$ cat src/rtl/img_rd_tx_pkg.sv
// ---------------------------------------------------------------------------
// img_rd_tx_pkg: sequencer states, UART framing constants, baud divider | rev 1.0
// ---------------------------------------------------------------------------
`default_nettype none

package img_rd_tx_pkg;

  typedef enum logic [2:0] {
    ST_IDLE    = 3'd0,
    ST_RD      = 3'd1,
    ST_LATCH   = 3'd2,
    ST_SEND_HI = 3'd3,
    ST_SEND_LO = 3'd4,
    ST_FIN     = 3'd5
  } seq_state_t;

  localparam logic START_BIT      = 1'b0;
  localparam logic STOP_BIT       = 1'b1;
  localparam int   BITS_PER_FRAME = 10;

  function automatic int baud_div(input int clk_freq, input int baud);
    return clk_freq / baud;
  endfunction

endpackage

`default_nettype wire

$ cat src/rtl/img_rd_tx_uart_byte_tx.sv
// ---------------------------------------------------------------------------
// uart_byte_tx: 8N1 byte serializer, one bit per BAUD_DIV clocks | rev 1.0
// ---------------------------------------------------------------------------
`default_nettype none

module uart_byte_tx
  import img_rd_tx_pkg::*;
#(
  parameter int BAUD_DIV = 286
) (
  input  logic       Clk_TFT,
  input  logic       Reset_n,
  input  logic       tx_start,
  input  logic [7:0] tx_data,
  output logic       uart_tx,
  output logic       tx_done,
  output logic       tx_busy
);

  localparam int CW = (BAUD_DIV > 2) ? $clog2(BAUD_DIV) : 1;

  logic [CW-1:0] baud_cnt;
  logic [3:0]    bit_cnt;
  logic [8:0]    shreg;
  logic          active;
  logic          last_tick;
  logic          last_bit;
  logic          load;

  assign last_tick = (baud_cnt == CW'(BAUD_DIV - 1));
  assign last_bit  = (bit_cnt == 4'(BITS_PER_FRAME - 1));
  assign tx_done   = active && last_tick && last_bit;
  // Busy drops in the final stop-bit cycle so a follow-on byte loads with no gap.
  assign tx_busy   = active && !tx_done;
  assign load      = tx_start && !tx_busy;

  always_ff @(posedge Clk_TFT or negedge Reset_n) begin
    if (!Reset_n) begin
      active   <= 1'b0;
      baud_cnt <= '0;
      bit_cnt  <= '0;
      shreg    <= '1;
      uart_tx  <= STOP_BIT;
    end else if (load) begin
      active   <= 1'b1;
      baud_cnt <= '0;
      bit_cnt  <= '0;
      shreg    <= {STOP_BIT, tx_data};
      uart_tx  <= START_BIT;
    end else if (active) begin
      if (last_tick) begin
        baud_cnt <= '0;
        if (last_bit) begin
          active  <= 1'b0;
          bit_cnt <= '0;
        end else begin
          bit_cnt <= bit_cnt + 4'd1;
          uart_tx <= shreg[0];
          shreg   <= {1'b1, shreg[8:1]};
        end
      end else begin
        baud_cnt <= baud_cnt + CW'(1);
      end
    end
  end

endmodule

`default_nettype wire

$ cat src/rtl/img_rd_tx.sv
// ---------------------------------------------------------------------------
// img_rd_tx: reads a frame from image RAM and sends each pixel as two UART bytes | rev 1.0
// ---------------------------------------------------------------------------
`default_nettype none

module img_rd_tx
  import img_rd_tx_pkg::*;
#(
  parameter int          CLK_FREQ  = 33_000_000,
  parameter int          BAUD      = 115200,
  parameter logic [15:0] LAST_ADDR = 16'hF
) (
  input  logic        Clk_TFT,
  input  logic        Reset_n,
  input  logic        start,
  output logic [15:0] ram_rdaddr,
  input  logic [15:0] ram_rddata,
  output logic        uart_tx,
  output logic        busy,
  output logic        done
);

  localparam int BAUD_DIV = baud_div(CLK_FREQ, BAUD);

  seq_state_t  state;
  seq_state_t  next_state;
  logic [15:0] pix_r;
  logic        tx_start;
  logic [7:0]  tx_data;
  logic        tx_done;
  logic        tx_busy;

  always_ff @(posedge Clk_TFT or negedge Reset_n) begin
    if (!Reset_n) state <= ST_IDLE;
    else          state <= next_state;
  end

  always_comb begin
    next_state = state;
    case (state)
      ST_IDLE:    if (start) next_state = ST_RD;
      ST_RD:      next_state = ST_LATCH;
      ST_LATCH:   if (!tx_busy) next_state = ST_SEND_HI;
      ST_SEND_HI: if (tx_done) next_state = ST_SEND_LO;
      ST_SEND_LO: if (tx_done) next_state = (ram_rdaddr == LAST_ADDR) ? ST_FIN : ST_RD;
      ST_FIN:     next_state = ST_IDLE;
      default:    next_state = ST_IDLE;
    endcase
  end

  always_comb begin
    tx_start = 1'b0;
    tx_data  = pix_r[7:0];
    busy     = 1'b0;
    done     = 1'b0;
    case (state)
      ST_RD:      busy = 1'b1;
      ST_LATCH: begin
        busy     = 1'b1;
        tx_start = !tx_busy;
        // pix_r is loaded on this edge, so the high byte comes straight off the RAM bus.
        tx_data  = ram_rddata[15:8];
      end
      ST_SEND_HI: begin
        busy     = 1'b1;
        tx_start = tx_done;
      end
      ST_SEND_LO: busy = 1'b1;
      ST_FIN:     done = 1'b1;
      default:    ;
    endcase
  end

  always_ff @(posedge Clk_TFT or negedge Reset_n) begin
    if (!Reset_n) begin
      ram_rdaddr <= '0;
      pix_r      <= '0;
    end else begin
      if (state == ST_IDLE && start)
        ram_rdaddr <= '0;
      else if (state == ST_SEND_LO && tx_done && ram_rdaddr != LAST_ADDR)
        ram_rdaddr <= ram_rdaddr + 16'd1;
      if (state == ST_LATCH)
        pix_r <= ram_rddata;
    end
  end

  uart_byte_tx #(
    .BAUD_DIV (BAUD_DIV)
  ) u_uart_byte_tx (
    .Clk_TFT  (Clk_TFT),
    .Reset_n  (Reset_n),
    .tx_start (tx_start),
    .tx_data  (tx_data),
    .uart_tx  (uart_tx),
    .tx_done  (tx_done),
    .tx_busy  (tx_busy)
  );

endmodule

`default_nettype wire

$ cat config.mk
export PLATFORM = sky130hd
export DESIGN_NAME = img_rd_tx
export DESIGN_NICKNAME = d
export VERILOG_FILES = /design/src/rtl/img_rd_tx_pkg.sv /design/src/rtl/img_rd_tx_uart_byte_tx.sv /design/src/rtl/img_rd_tx.sv
export SDC_FILE = /design/constraint.sdc
export NUM_CORES = 1
export LEC_CHECK = 0
export BUFFER_PORTS_ARGS = -buffer_cell sky130_fd_sc_hd__buf_2
export CORE_MARGIN = 2
export CORE_UTILIZATION = 51
export DETAILED_ROUTE_END_ITERATION = 12
export PLACE_DENSITY = 0.86
export SYNTH_ARGS = -nofsm -noshare
export SYNTH_HDL_FRONTEND = slang
export SYNTH_SLANG_ARGS = --single-unit
$ cat constraint.sdc
create_clock -name Clk_TFT -period 2.05 [get_ports Clk_TFT]
set_input_delay 0.3075 -clock Clk_TFT [delete_from_list [all_inputs] [get_ports Clk_TFT]]
set_output_delay 0.3075 -clock Clk_TFT [all_outputs]
set_load 0.1 [all_outputs]
==> run summary, run 1 <==
Async SR Flop Fraction = 100.0%
Initial Utilization = 52.11%
Gr usage total = 21.85%
Final Hold Viols = 0
Buf/Inv on CP = 2
Wire length per cell = 14.41 µm
Max Cap Viol = 0
Nets = 362
# setup viols final = 0
Syn_area_per_cell = 9.187 µm²
EDFF count, synth = 0
DRT iter0 DRCs = 162
Dominant cell type by area after synthesis = dfrtp_1
GRT overflow = 0
CTS clk-pin slew, worst paths = 0.09 ns
Syn_nets = 310
H-tree Lvls = 2
Antenna Cells = 0
Placed cell areas = 3040 µm²
Clock Latency Late Sink = 0.30 ns
Fmax = 0.4983 GHz
Synth cell count leaders = 49 x nand2_1, 41 x dfrtp_1, 21 x nor2_1
Outcome = complete, no violations
Die width = 75.78 µm
Crit path time final = 2.007 ns
Filler cells = 433
Register area = 1287 µm²
Io pins = 38
DRT antenna net count = 0
Vias in the first global route = 2116
Residual DRC count = 0
Rows = 26
Dpl ws = -0.003340 ns
Leak pwr = 0.001485 µW
Placer Congestion = 0.8088
Clock sinks = 50
Final core utilization = 64.19%
Core area = 5042 µm²
Top post-synthesis cells by area = dfrtp_1 39%, dfstp_2 9.0%, nand2_1 7.0%
P&R area growth vs syn = 23.19%
Final instance area = 3237 µm²
Worst setup margin = 0.04331 ns
Slowest library cell on the worst path = dfrtp_1
Die area = 5742 µm²
Drt pass-1 iters = 4
Port-buffer cells = 37
Clock Tree Buf Depth = 2
Top FF cell, synth = dfrtp_1
Clock skew = 0.006260 ns
Initial antenna violation count = 0
Die Ht = 75.78 µm
Overall power = 1933 µW
Area of the mapped netlist = 2628 µm²
Synth Register Bits = 50
Synth top area share = 39.05%
Worst min path class = primary input to register
Most frequent cell after synthesis = nand2_1
YS warnings = 0
WL final = 5894 µm
Critical path type = register to register
Inserted Clock Buffers = 5
VDD IR-drop max = 0.3333 mV
Mapped Cells = 286
Share of cells above drive strength 1 = 29.79%
Largest net degree at the start of global routing = 33
Slew Limit Headroom = 67.90%
Critical Path AT = 2.22 ns
Post-synthesis sequential area ratio = 48.05%
DR vias/cell = 5.609
Req. time, crit path = 2.27 ns
Worst Max-Slew Pin Slew = 0.4848 ns
Worst setup SP type = register
Crit-path leading delay family = simple AND/OR/NAND/NOR gates
Critical path peak fanout = 9
Yosys cell types = 45
DP HPWL = 4151 µm
Cell Chain, Critical Path = inv_1, ha_1, nand3b_1, nor4_4, buf_4, nand3_4, or3_4, a21oi_1
Type of element capturing the critical path = register
Largest stage delay, worst path = 0.41 ns
Area of the multi-input gates = 1309 µm²
Pins Over Slew Limit = 0
CTS tree = yes
CTS root buf = clkbuf_8
Pwr Density = 597.3 nW/µm²
Final Cycle Share = 97.89%
First-pass GRT wire length = 9625 µm
Via count = 2294
[layout make-up]
cell class                      instances  share of cell area, %
Tap cell                               70                  2.706
Multi-Input combinational cell        212                  40.43
Timing Repair Buffer                   57                  11.29
Sequential cell                        50                  39.78
Clock buffer                            6                  2.551
Inverter                               12                  1.392
Clock inverter                          2                  1.855
[logic make-up after synthesis]
family                     count (synthesis)  share of synthesized area, %
AOI/OAI and AO/OA                         55                         11.95
DFF                                       50                         48.05
and+or+nand+nor                          130                         26.19
adders and majority gates                  5                         2.381
buffers and inverters                     24                         3.619
muxes                                     10                         3.810
xor gates and xnor gates                  12                         4.000
[worst reg2reg max path: cells and delay by family, from the launching register on]
| family | cells | cell delay [ns] |
|---|---|---|
| AOI/OAI and AO/OA | 1 | 0.18 |
| adders and majority gates | 1 | 0.17 |
| buffers and inverters | 2 | 0.26 |
| DFF | 1 | 0.41 |
| and+or+nand+nor | 4 | 0.90 |
[flip-flops by register name, summed over array words and instances (netlist names)]
register / cells
pix_r: 8
u_uart_byte_tx.uart_tx: 1
state: 3
u_uart_byte_tx.bit_cnt: 4
u_uart_byte_tx.active: 1
u_uart_byte_tx.shreg: 8
u_uart_byte_tx.baud_cnt: 9
ram_rdaddr: 16
[where the power goes]
part / leakage (µW) / switching, µW / internal (µW) / total [µW]
registers: 0.000526 / 6.68 / 1010 / 1010
logic: 0.000887 / 40.1 / 29.5 / 69.6
clock network: 0.0000714 / 329 / 520 / 849
[cells in the final DEF, fill, tap and decap left out, types with 2 or more instances in the layout]
cell type and count:
and3_1 7, dfrtp_1 25, clkbuf_8 6, a31oi_1 4
o21ai_1 9, nor4_1 3, inv_1 12, nand4_1 9
and3b_1 2, dfstp_2 9, nor2b_1 2, o211ai_1 2
buf_2 36, nand2b_1 2, nand3_1 7, buf_4 18
nand2_1 49, bufinv_16 2, buf_12 2, o21ai_0 19
dfrtp_4 2, nor2_1 21, a21o_1 2, nor3_1 3
xor2_1 9, or4_1 2, or3_1 7, dfrtp_2 14
or2_2 3, mux2i_1 10, nand3b_1 2, nand4b_1 2
ha_1 4, xnor2_1 2, a21oi_1 12
[path summary, 6_finish.rpt]
path	startpoint	endpoint	slack (ns)	depth (start not counted)
setup reg to reg	u_uart_byte_tx.bit_cnt[1]	ram_rdaddr[10]	0.04	8
max in group asynchronous	Reset_n	u_uart_byte_tx.uart_tx	0.98	3
hold reg to reg	pix_r[5]	pix_r[5]	0.47	2
hold / removal	ram_rddata[5]	pix_r[5]	0.19	3
setup / recovery	u_uart_byte_tx.bit_cnt[1]	ram_rdaddr[10]	0.04	8
min in group asynchronous	Reset_n	ram_rdaddr[0]	0.47	2
[per-stage QoR]
stage,std cells,setup TNS [ns],hold slack (ns)
finish,409,0,0.1894
global route,409,-0.03571,0.1969
CTS,406,0,0.1863
detailed placement,396,-0.003340,0.2883
global placement,396,0,0.2843
floorplan,286,-0.01512,0.01191
[metal layers]
| layer | up-vias | GRT usage, % | share of wire [%] |
|---|---|---|---|
| li1 | 1105 | - | - |
| met1 | 1109 | 28.40 | 43 |
| met2 | 70 | 37.16 | 51 |
| met3 | 10 | 3.836 | 5.0 |
| met4 | 0 | 6.823 | 1.5 |
| met5 | - | 0 | 0 |
[timing repair]
action,CTS,global route
buffers inserted,1,3
gates resized for setup,1,2
endpoints found under the hold margin,15,0
hold buffers,1,0
endpoints found under the setup margin,2,6
pin swaps,0,2
No activity file was read; power rests on OpenSTA's default activity.
==> run 2: changes to the inputs <==
--- a/config.mk
+++ b/config.mk
@@ -10,6 +10,8 @@
 export CORE_UTILIZATION = 51
 export DETAILED_ROUTE_END_ITERATION = 12
 export PLACE_DENSITY = 0.86
+export SLEW_MARGIN = 20
 export SYNTH_ARGS = -nofsm -noshare
 export SYNTH_HDL_FRONTEND = slang
+export SYNTH_HIERARCHICAL = 1
 export SYNTH_SLANG_ARGS = --single-unit
==> run 2 against run 1 <==
Effect of this change:
- the flow now finishes with violations (setup timing)
- sequential power is essentially flat
- design area grew 16%
- sequential share of layout area shrank 6.0 points
- critical endpoint is now ram_rdaddr[5]
==> run summary, run 2 <==
Max Cap Viol = 0 (unchanged)
Synth Area in XOR/XNOR = 2.276% (was 4.000%)
Final Cycle Share = 128.0% (was 97.89%)
YS warnings = 6 (was 0)
DR vias/cell = 5.881 (was 5.609)
Wire length per cell = 17.23 µm (was 14.41 µm)
Clock sinks = 50 (unchanged)
WL final = 7114 µm (was 5894 µm)
Nets = 366 (was 362)
Hold EP = pix_r[6] (was pix_r[5])
Vias in the first global route = 2356 (was 2116)
Core area = 5107 µm² (was 5042 µm²)
Post-synthesis compound-gate area fraction = 12.35% (was 11.95%)
Drt pass-1 iters = 4 (unchanged)
Share of cells above drive strength 1 = 48.40% (was 29.79%)
Synth Register Bits = 50 (unchanged)
Yosys cell types = 50 (was 45)
Worst min path class = primary input to register (unchanged)
Worst r2r src = u_uart_byte_tx/baud_cnt[5] (was u_uart_byte_tx.bit_cnt[1])
Pins Over Slew Limit = 0 (unchanged)
GRT overflow = 0 (unchanged)
DP HPWL = 4568 µm (was 4151 µm)
CTS clk-pin slew, worst paths = 0.10 ns (was 0.09 ns)
Req. time, crit path = 2.29 ns (was 2.27 ns)
Final instance area = 3750 µm² (was 3237 µm²)
Initial antenna violation count = 0 (unchanged)
Critical path type = register to register (unchanged)
Hold path start = ram_rddata[6] (was ram_rddata[5])
Inserted Clock Buffers = 5 (unchanged)
Die Ht = 76.68 µm (was 75.78 µm)
Setup TNS = -17.27 ns (was 0 ns)
Fmax = 0.3811 GHz (was 0.4983 GHz)
Clock Tree Buf Depth = 2 (unchanged)
Syn_nets = 280 (was 310)
VDD IR-drop max = 0.3255 mV (was 0.3333 mV)
Most frequent cells in the layout = 38 x dfrtp_1, 37 x buf_2, 37 x buf_4 (was 49 x nand2_1, 36 x buf_2, 25 x dfrtp_1)
Reg-to-reg critical path endpoint = ram_rdaddr[5] (was ram_rdaddr[10])
Syn_area_per_cell = 10.52 µm² (was 9.187 µm²)
Placed cell areas = 3244 µm² (was 3040 µm²)
Worst hold path depth = 2 (was 3)
Clock Latency Late Sink = 0.31 ns (was 0.30 ns)
Async SR Flop Fraction = 100.0% (unchanged)
Biggest regs = ram_rdaddr (16), u_uart_byte_tx/baud_cnt (9) (was ram_rdaddr (16), u_uart_byte_tx.baud_cnt (9))
Placed cell count = 393 (was 396)
Min Hold Slack = 0.2058 ns (was 0.1894 ns)
Placer Congestion = 0.9003 (was 0.8088)
Synth Area in Simple Gates = 21.88% (was 26.19%)
Outcome = complete, but fails checks (was complete, no violations)
Clock skew = 0.008197 ns (was 0.006260 ns)
Flop pwr share = 60.7% (was 52.5%)
Critical path peak fanout = 5 (was 9)
R2R Setup Slk = -0.57 ns (was 0.04 ns)
Initial Utilization = 52.74% (was 52.11%)
Antenna Cells = 0 (unchanged)
Final std cells w/o fill = 413 (was 409)
Top FF cell, synth = dfrtp_1 (unchanged)
Mux share of post-synthesis cell area = 10.87% (was 3.810%)
Most frequent cell after synthesis = dfrtp_1 (was nand2_1)
Worst r2r path cells = 8 (unchanged)
Post-Synth Adder-Cell Area = 2.322% (was 2.381%)
Leak pwr = 0.001574 µW (was 0.001485 µW)
Clock network fraction of design power = 35.0% (was 43.9%)
P&R area growth vs syn = 39.20% (was 23.19%)
Critical Path AT = 2.87 ns (was 2.22 ns)
Filler cells = 362 (was 433)
Sw Pwr = 391.0 µW (was 375.7 µW)
Top post-synthesis cells by area = dfrtp_1 38%, dfstp_2 8.8%, mux2_1 5.9% (was dfrtp_1 39%, dfstp_2 9.0%, nand2_1 7.0%)
# setup viols final = 43 (was 0)
Largest family of logic cells by synthesized area = simple AND/OR/NAND/NOR gates (unchanged)
Failing checks = setup timing
Gr usage total = 22.96% (was 21.85%)
Residual DRC count = 0 (unchanged)
Rows = 26 (unchanged)
CTS root buf = clkbuf_8 (unchanged)
Largest Register = ram_rdaddr (unchanged)
Dominant cell type by area after synthesis = dfrtp_1 (unchanged)
Largest net degree at the start of global routing = 21 (was 33)
DRT iter0 DRCs = 135 (was 162)
Synth top area share = 38.09% (was 39.05%)
Worst Max-Slew Pin Slew = 0.5888 ns (was 0.4848 ns)
Sw frac = 23.32% (was 19.43%)
Synth cell count leaders = 41 x dfrtp_1, 21 x nand2_1, 14 x mux2_1, 14 x nand3_1, 12 x inv_1 (was 49 x nand2_1, 41 x dfrtp_1, 21 x nor2_1)
Final Hold Viols = 0 (unchanged)
Crit path time final = 2.624 ns (was 2.007 ns)
Internal power = 1286 µW (was 1558 µW)
First-pass GRT wire length = 10950 µm (was 9625 µm)
Comb pwr share = 4.2% (was 3.6%)
DRT antenna net count = 0 (unchanged)
Slew Limit Headroom = 60.75% (was 67.90%)
Via count = 2429 (was 2294)
Worst setup SP type = register (unchanged)
Worst setup margin = -0.5740 ns (was 0.04331 ns)
Port-buffer cells = 37 (unchanged)
Largest register FFs = 16 (unchanged)
Type of element capturing the critical path = register (unchanged)
Post-synthesis sequential area ratio = 46.86% (was 48.05%)
EDFF count, synth = 0 (unchanged)
Die width = 76.68 µm (was 75.78 µm)
Mapped Cells = 256 (was 286)
Die area = 5879 µm² (was 5742 µm²)
Most common cell after layout, fill and taps aside = dfrtp_1 (was nand2_1)
RSZ-0062 raised after global routing = true
Io pins = 38 (unchanged)
CTS tree = yes (unchanged)
H-tree Lvls = 2 (unchanged)
Overall power = 1677 µW (was 1933 µW)
Pwr Density = 447.2 nW/µm² (was 597.3 nW/µm²)
Area of the mapped netlist = 2694 µm² (was 2628 µm²)
## run 2: cell types whose count changed after synthesis, moves of 6 or more
cell,change
nand2_1,-28
mux2_1,+14
o21ai_0,-13
nor2_1,-11
nand3_1,+7
o221a_2,+7
xor2_1,-7
nand3b_1,+6
## run 2: kinds of logic (layout without fill, tap and decap cells)
group / count (synthesis) / after routing
buf+inv: 22 / 109
mux: 26 / 26
simple gates: 100 / 100
fa+ha+maj: 5 / 5
compound gates: 46 / 46
flops: 50 / 50
xor+xnor: 7 / 7
## run 2: cell type report
class	instances	area, µm²	area share [%]
timing repair buffer	88	619.3	16.52
clock buffer	5	68.82	1.835
clock inverter	3	21.27	0.5672
multi-input combinational	184	1638	43.68
tap	70	87.58	2.336
sequential	50	1266	33.77
inverter	13	48.80	1.301
## run 2: critical path, stage by stage, from the launching register on
cell      delay [ns]
dfrtp_1         0.40
or4b_4          0.54
or3_4           0.36
nor3_4          0.16
and4bb_2        0.32
nand4_4         0.15
buf_6           0.18
or3_4           0.32
a21oi_2         0.12
## run 2: layer usage
layer	GRT usage, %	share of wire (%)	routed length, µm	vias to the layer above
met5	0	0	0	-
met4	7.455	2.1	148	0
met3	4.706	4.8	344	17
met2	41.49	53	3792	101
met1	27.19	40	2829	1191
li1	-	-	-	1120
## run 2: worst max path at each step
stage | start | to | cells past startpoint
final | u_uart_byte_tx/baud_cnt[5] | ram_rdaddr[5] | 8
after global routing | u_uart_byte_tx/baud_cnt[5] | u_uart_byte_tx/baud_cnt[5] | 11
after CTS | u_uart_byte_tx/baud_cnt[5] | ram_rdaddr[11] | 7
after detailed placement | u_uart_byte_tx/baud_cnt[7] | ram_rdaddr[11] | 7
after global placement | u_uart_byte_tx/baud_cnt[5] | ram_rdaddr[11] | 7
after floorplan | u_uart_byte_tx/baud_cnt[5] | ram_rdaddr[7] | 8
## run 2: per-stage QoR
step / setup WS, ns / utilization [%]
after floorplan: -0.6759 / -
after global placement: -0.4532 / 63.52
after detailed placement: -0.5709 / 63.52
after CTS: -0.5360 / 69.30
after global routing: -0.6497 / 73.42
final: -0.5740 / 73.42
## run 2: timing repair
| item | in CTS | in global routing |
|---|---|---|
| pin swaps | 19 | 21 |
| buffers inserted | 6 | 6 |
| hold buffers | 1 | 0 |
| hold endpoints to repair | 12 | 0 |
| setup endpoints to repair | 40 | 43 |
| cloned | 1 | 0 |
| resized for setup | 34 | 34 |
## run 2: power by group through the flow
stage	Combinational (µW)	Clock [µW]	Sequential [µW]
floorplan	20.3	0	1030
global placement	60.5	0	1030
detailed placement	63.3	0	1030
CTS	66.9	603	1020
global route	80.0	650	1020
finish	70.9	588	1020
==> run 3: changes to the inputs <==
--- a/config.mk
+++ b/config.mk
@@ -7,9 +7,9 @@
 export LEC_CHECK = 0
 export BUFFER_PORTS_ARGS = -buffer_cell sky130_fd_sc_hd__buf_2
 export CORE_MARGIN = 2
-export CORE_UTILIZATION = 51
+export CORE_UTILIZATION = 57
 export DETAILED_ROUTE_END_ITERATION = 12
-export PLACE_DENSITY = 0.86
+export PLACE_DENSITY = 0.9
 export SLEW_MARGIN = 20
 export SYNTH_ARGS = -nofsm -noshare
 export SYNTH_HDL_FRONTEND = slang
==> constraint.sdc (replaced) <==
create_clock -name Clk_TFT -period 2.66 [get_ports Clk_TFT]
set_input_delay 0.399 -clock Clk_TFT [delete_from_list [all_inputs] [get_ports Clk_TFT]]
set_output_delay 0.399 -clock Clk_TFT [all_outputs]
set_load 0.1 [all_outputs]
==> run 3 against run 2 <==
Effect of this change:
- the run now ends clean
- die area decreased by 10%
- largest power group unchanged
- power decreased by 23%
- first-iteration DRC count increased by 33%
- non-clock buffer count decreased by 35
- design area decreased by 15%
==> run summary, run 3 (synthesis gave the netlist of run 2 again) <==
Port-buffer cells = 37 (unchanged)
Buf/Inv on CP = 0 (was 1)
Max Cap Viol = 0 (unchanged)
Critical path type = register to register (unchanged)
Vias in the first global route = 2138 (was 2356)
Critical path peak fanout = 5 (unchanged)
GRT overflow = 0 (unchanged)
Sw Pwr = 285.2 µW (was 391.0 µW)
Inserted Clock Buffers = 5 (unchanged)
Final core utilization = 69.00% (was 73.42%)
Final Cycle Share = 99.54% (was 128.0%)
Placer Congestion = 0.8260 (was 0.9003)
Overall power = 1294 µW (was 1677 µW)
Core area = 4629 µm² (was 5107 µm²)
DRT antenna net count = 0 (unchanged)
Pwr Density = 405.2 nW/µm² (was 447.2 nW/µm²)
Largest net degree at the start of global routing = 20 (was 21)
Drt pass-1 iters = 4 (unchanged)
H-tree Lvls = 2 (unchanged)
Clock network fraction of design power = 36.0% (was 35.0%)
Worst Max-Slew Pin Slew = 0.5218 ns (was 0.5888 ns)
Crit-path leading delay family = simple AND/OR/NAND/NOR gates (unchanged)
Clock skew = 0.008568 ns (was 0.008197 ns)
WL final = 5543 µm (was 7114 µm)
VDD IR-drop max = 0.2774 mV (was 0.3255 mV)
Worst r2r src = u_uart_byte_tx/baud_cnt[5] (unchanged)
Most frequent cells in the layout = 41 x dfrtp_1, 37 x buf_2, 21 x nand2_1 (was 38 x dfrtp_1, 37 x buf_2, 37 x buf_4)
Initial antenna violation count = 0 (unchanged)
Antenna Cells = 0 (unchanged)
Rows = 25 (was 26)
Worst min path class = primary input to async pin (was primary input to register)
DP HPWL = 4000 µm (was 4568 µm)
Nets = 331 (was 366)
CTS tree = yes (unchanged)
Flop pwr share = 60.4% (was 60.7%)
Worst setup SP type = register (unchanged)
Placed cell areas = 3042 µm² (was 3244 µm²)
Pins Over Slew Limit = 0 (unchanged)
Cell Chain, Critical Path = or4b_4, or3_4, nor3_4, and4bb_2, nand4_4, or4_4, a21oi_2 (was or4b_4, or3_4, nor3_4, and4bb_2, nand4_4, buf_6, or3_4, a21oi_2)
DR vias/cell = 6.036 (was 5.881)
Worst setup margin = 0.01220 ns (was -0.5740 ns)
Largest Register = ram_rdaddr (unchanged)
Die width = 72.75 µm (was 76.68 µm)
Final instance area = 3194 µm² (was 3750 µm²)
Residual DRC count = 0 (unchanged)
Crit path time final = 2.648 ns (was 2.624 ns)
Worst r2r path cells = 7 (was 8)
Wire length per cell = 15.31 µm (was 17.23 µm)
Most common cell after layout, fill and taps aside = dfrtp_1 (unchanged)
Filler cells = 371 (was 362)
RSZ-0062 raised after global routing = true (unchanged)
Via count = 2185 (was 2429)
Slowest library cell on the worst path = or4b_4 (unchanged)
Clock Tree Buf Depth = 2 (unchanged)
Io pins = 38 (unchanged)
R2R Setup Slk = 0.01 ns (was -0.57 ns)
Type of element capturing the critical path = register (unchanged)
Leak pwr = 0.001319 µW (was 0.001574 µW)
Clock sinks = 50 (unchanged)
Slew Limit Headroom = 64.91% (was 60.75%)
First-pass GRT wire length = 9280 µm (was 10950 µm)
P&R area growth vs syn = 18.58% (was 39.20%)
Initial Utilization = 58.19% (was 52.74%)
Biggest regs = ram_rdaddr (16), u_uart_byte_tx/baud_cnt (9) (unchanged)
Fmax = 0.3777 GHz (was 0.3811 GHz)
Critical Path AT = 2.89 ns (was 2.87 ns)
Final Hold Viols = 0 (unchanged)
Comb pwr share = 3.6% (was 4.2%)
Largest register FFs = 16 (unchanged)
CTS clk-pin slew, worst paths = 0.10 ns (about the same)
Largest stage delay, worst path = 0.54 ns (about the same)
Share of cells above drive strength 1 = 34.09% (was 48.40%)
Outcome = complete, no violations (was complete, but fails checks)
Clock Latency Late Sink = 0.31 ns (about the same)
Setup TNS = 0 ns (was -17.27 ns)
Reg-to-reg critical path endpoint = ram_rdaddr[11] (was ram_rdaddr[5])
Dpl ws = 0.03594 ns (was -0.5709 ns)
Internal power = 1009 µW (was 1286 µW)
Die Ht = 72.75 µm (was 76.68 µm)
DRT iter0 DRCs = 180 (was 135)
# setup viols final = 0 (was 43)
Hold buffers post-CTS = 0 (was 1)
Req. time, crit path = 2.90 ns (was 2.29 ns)
Die area = 5292 µm² (was 5879 µm²)
Gr usage total = 22.38% (was 22.96%)
CTS root buf = clkbuf_8 (unchanged)
Sw frac = 22.04% (was 23.32%)
==> run 3: changes by cell type in the layout (fill, tap and decap cells not counted), sizes merged <==
cell,before,now
buf,87,53
clkinv,2,1
dlygate4sd3,1,0
clkbuf,5,6
==> run 3: worst max-delay path by stage <==
stage,slack (ns),startpoint,end,depth (start not counted)
after floorplan,-0.07,u_uart_byte_tx/baud_cnt[5],ram_rdaddr[7],8
after global placement,0.1,u_uart_byte_tx/baud_cnt[5],ram_rdaddr[13],7
after detailed placement,0.04,u_uart_byte_tx/baud_cnt[5],ram_rdaddr[13],7
after CTS,0.007,u_uart_byte_tx/baud_cnt[5],ram_rdaddr[7],7
after global routing,-0.06,u_uart_byte_tx/baud_cnt[5],ram_rdaddr[11],7
final,0.01,u_uart_byte_tx/baud_cnt[5],ram_rdaddr[11],7
==> run 3: worst register-to-register path, cell delays in order, from the launching register on <==
cell	delay (ns)
dfrtp_1	0.39
or4b_4	0.54
or3_4	0.36
nor3_4	0.16
and4bb_2	0.35
nand4_4	0.15
or4_4	0.51
a21oi_2	0.14
==> run 3: layout make-up <==
| type | instances | area, µm² | share of cell area (%) |
|---|---|---|---|
| multi-input combinational | 184 | 1408 | 44.07 |
| clock inverter | 2 | 12.51 | 0.3917 |
| inverter | 13 | 48.80 | 1.528 |
| sequential | 50 | 1262 | 39.52 |
| clock buffer | 6 | 82.58 | 2.585 |
| tap | 54 | 67.56 | 2.115 |
| timing repair buffer | 53 | 312.8 | 9.792 |
==> run 3: routing by layer <==
metal	share of wire (%)	global-route usage (%)
met1	44	28.29
met2	51	37.68
met3	4.0	4.972
met4	1.1	8.230
met5	0	0
==> run 3: power by group through the flow <==
stage	Combinational, µW	Sequential [µW]	Clock [µW]
finish	46.4	782	466
global route	52.6	783	512
CTS	48.0	781	485
detailed placement	47.8	796	0
global placement	46.2	795	0
floorplan	15.6	794	0
==> run 3: repair_timing <==
| item | CTS | global route |
|---|---|---|
| endpoints found under the setup margin | 0 | 25 |
| setup buffers | 0 | 0 |
| resized for setup | 0 | 15 |
| hold endpoints to repair | 0 | 0 |
==> run 3: through the flow <==
step | hold WS, ns | instances
5_1_grt | 0.04109 | 362
3_5_place_dp | 0.3707 | 354
6_report | 0.02391 | 362
3_3_place_gp | 0.3633 | 354
2_1_floorplan | 0.1034 | 256
4_1_cts | 0.02965 | 362
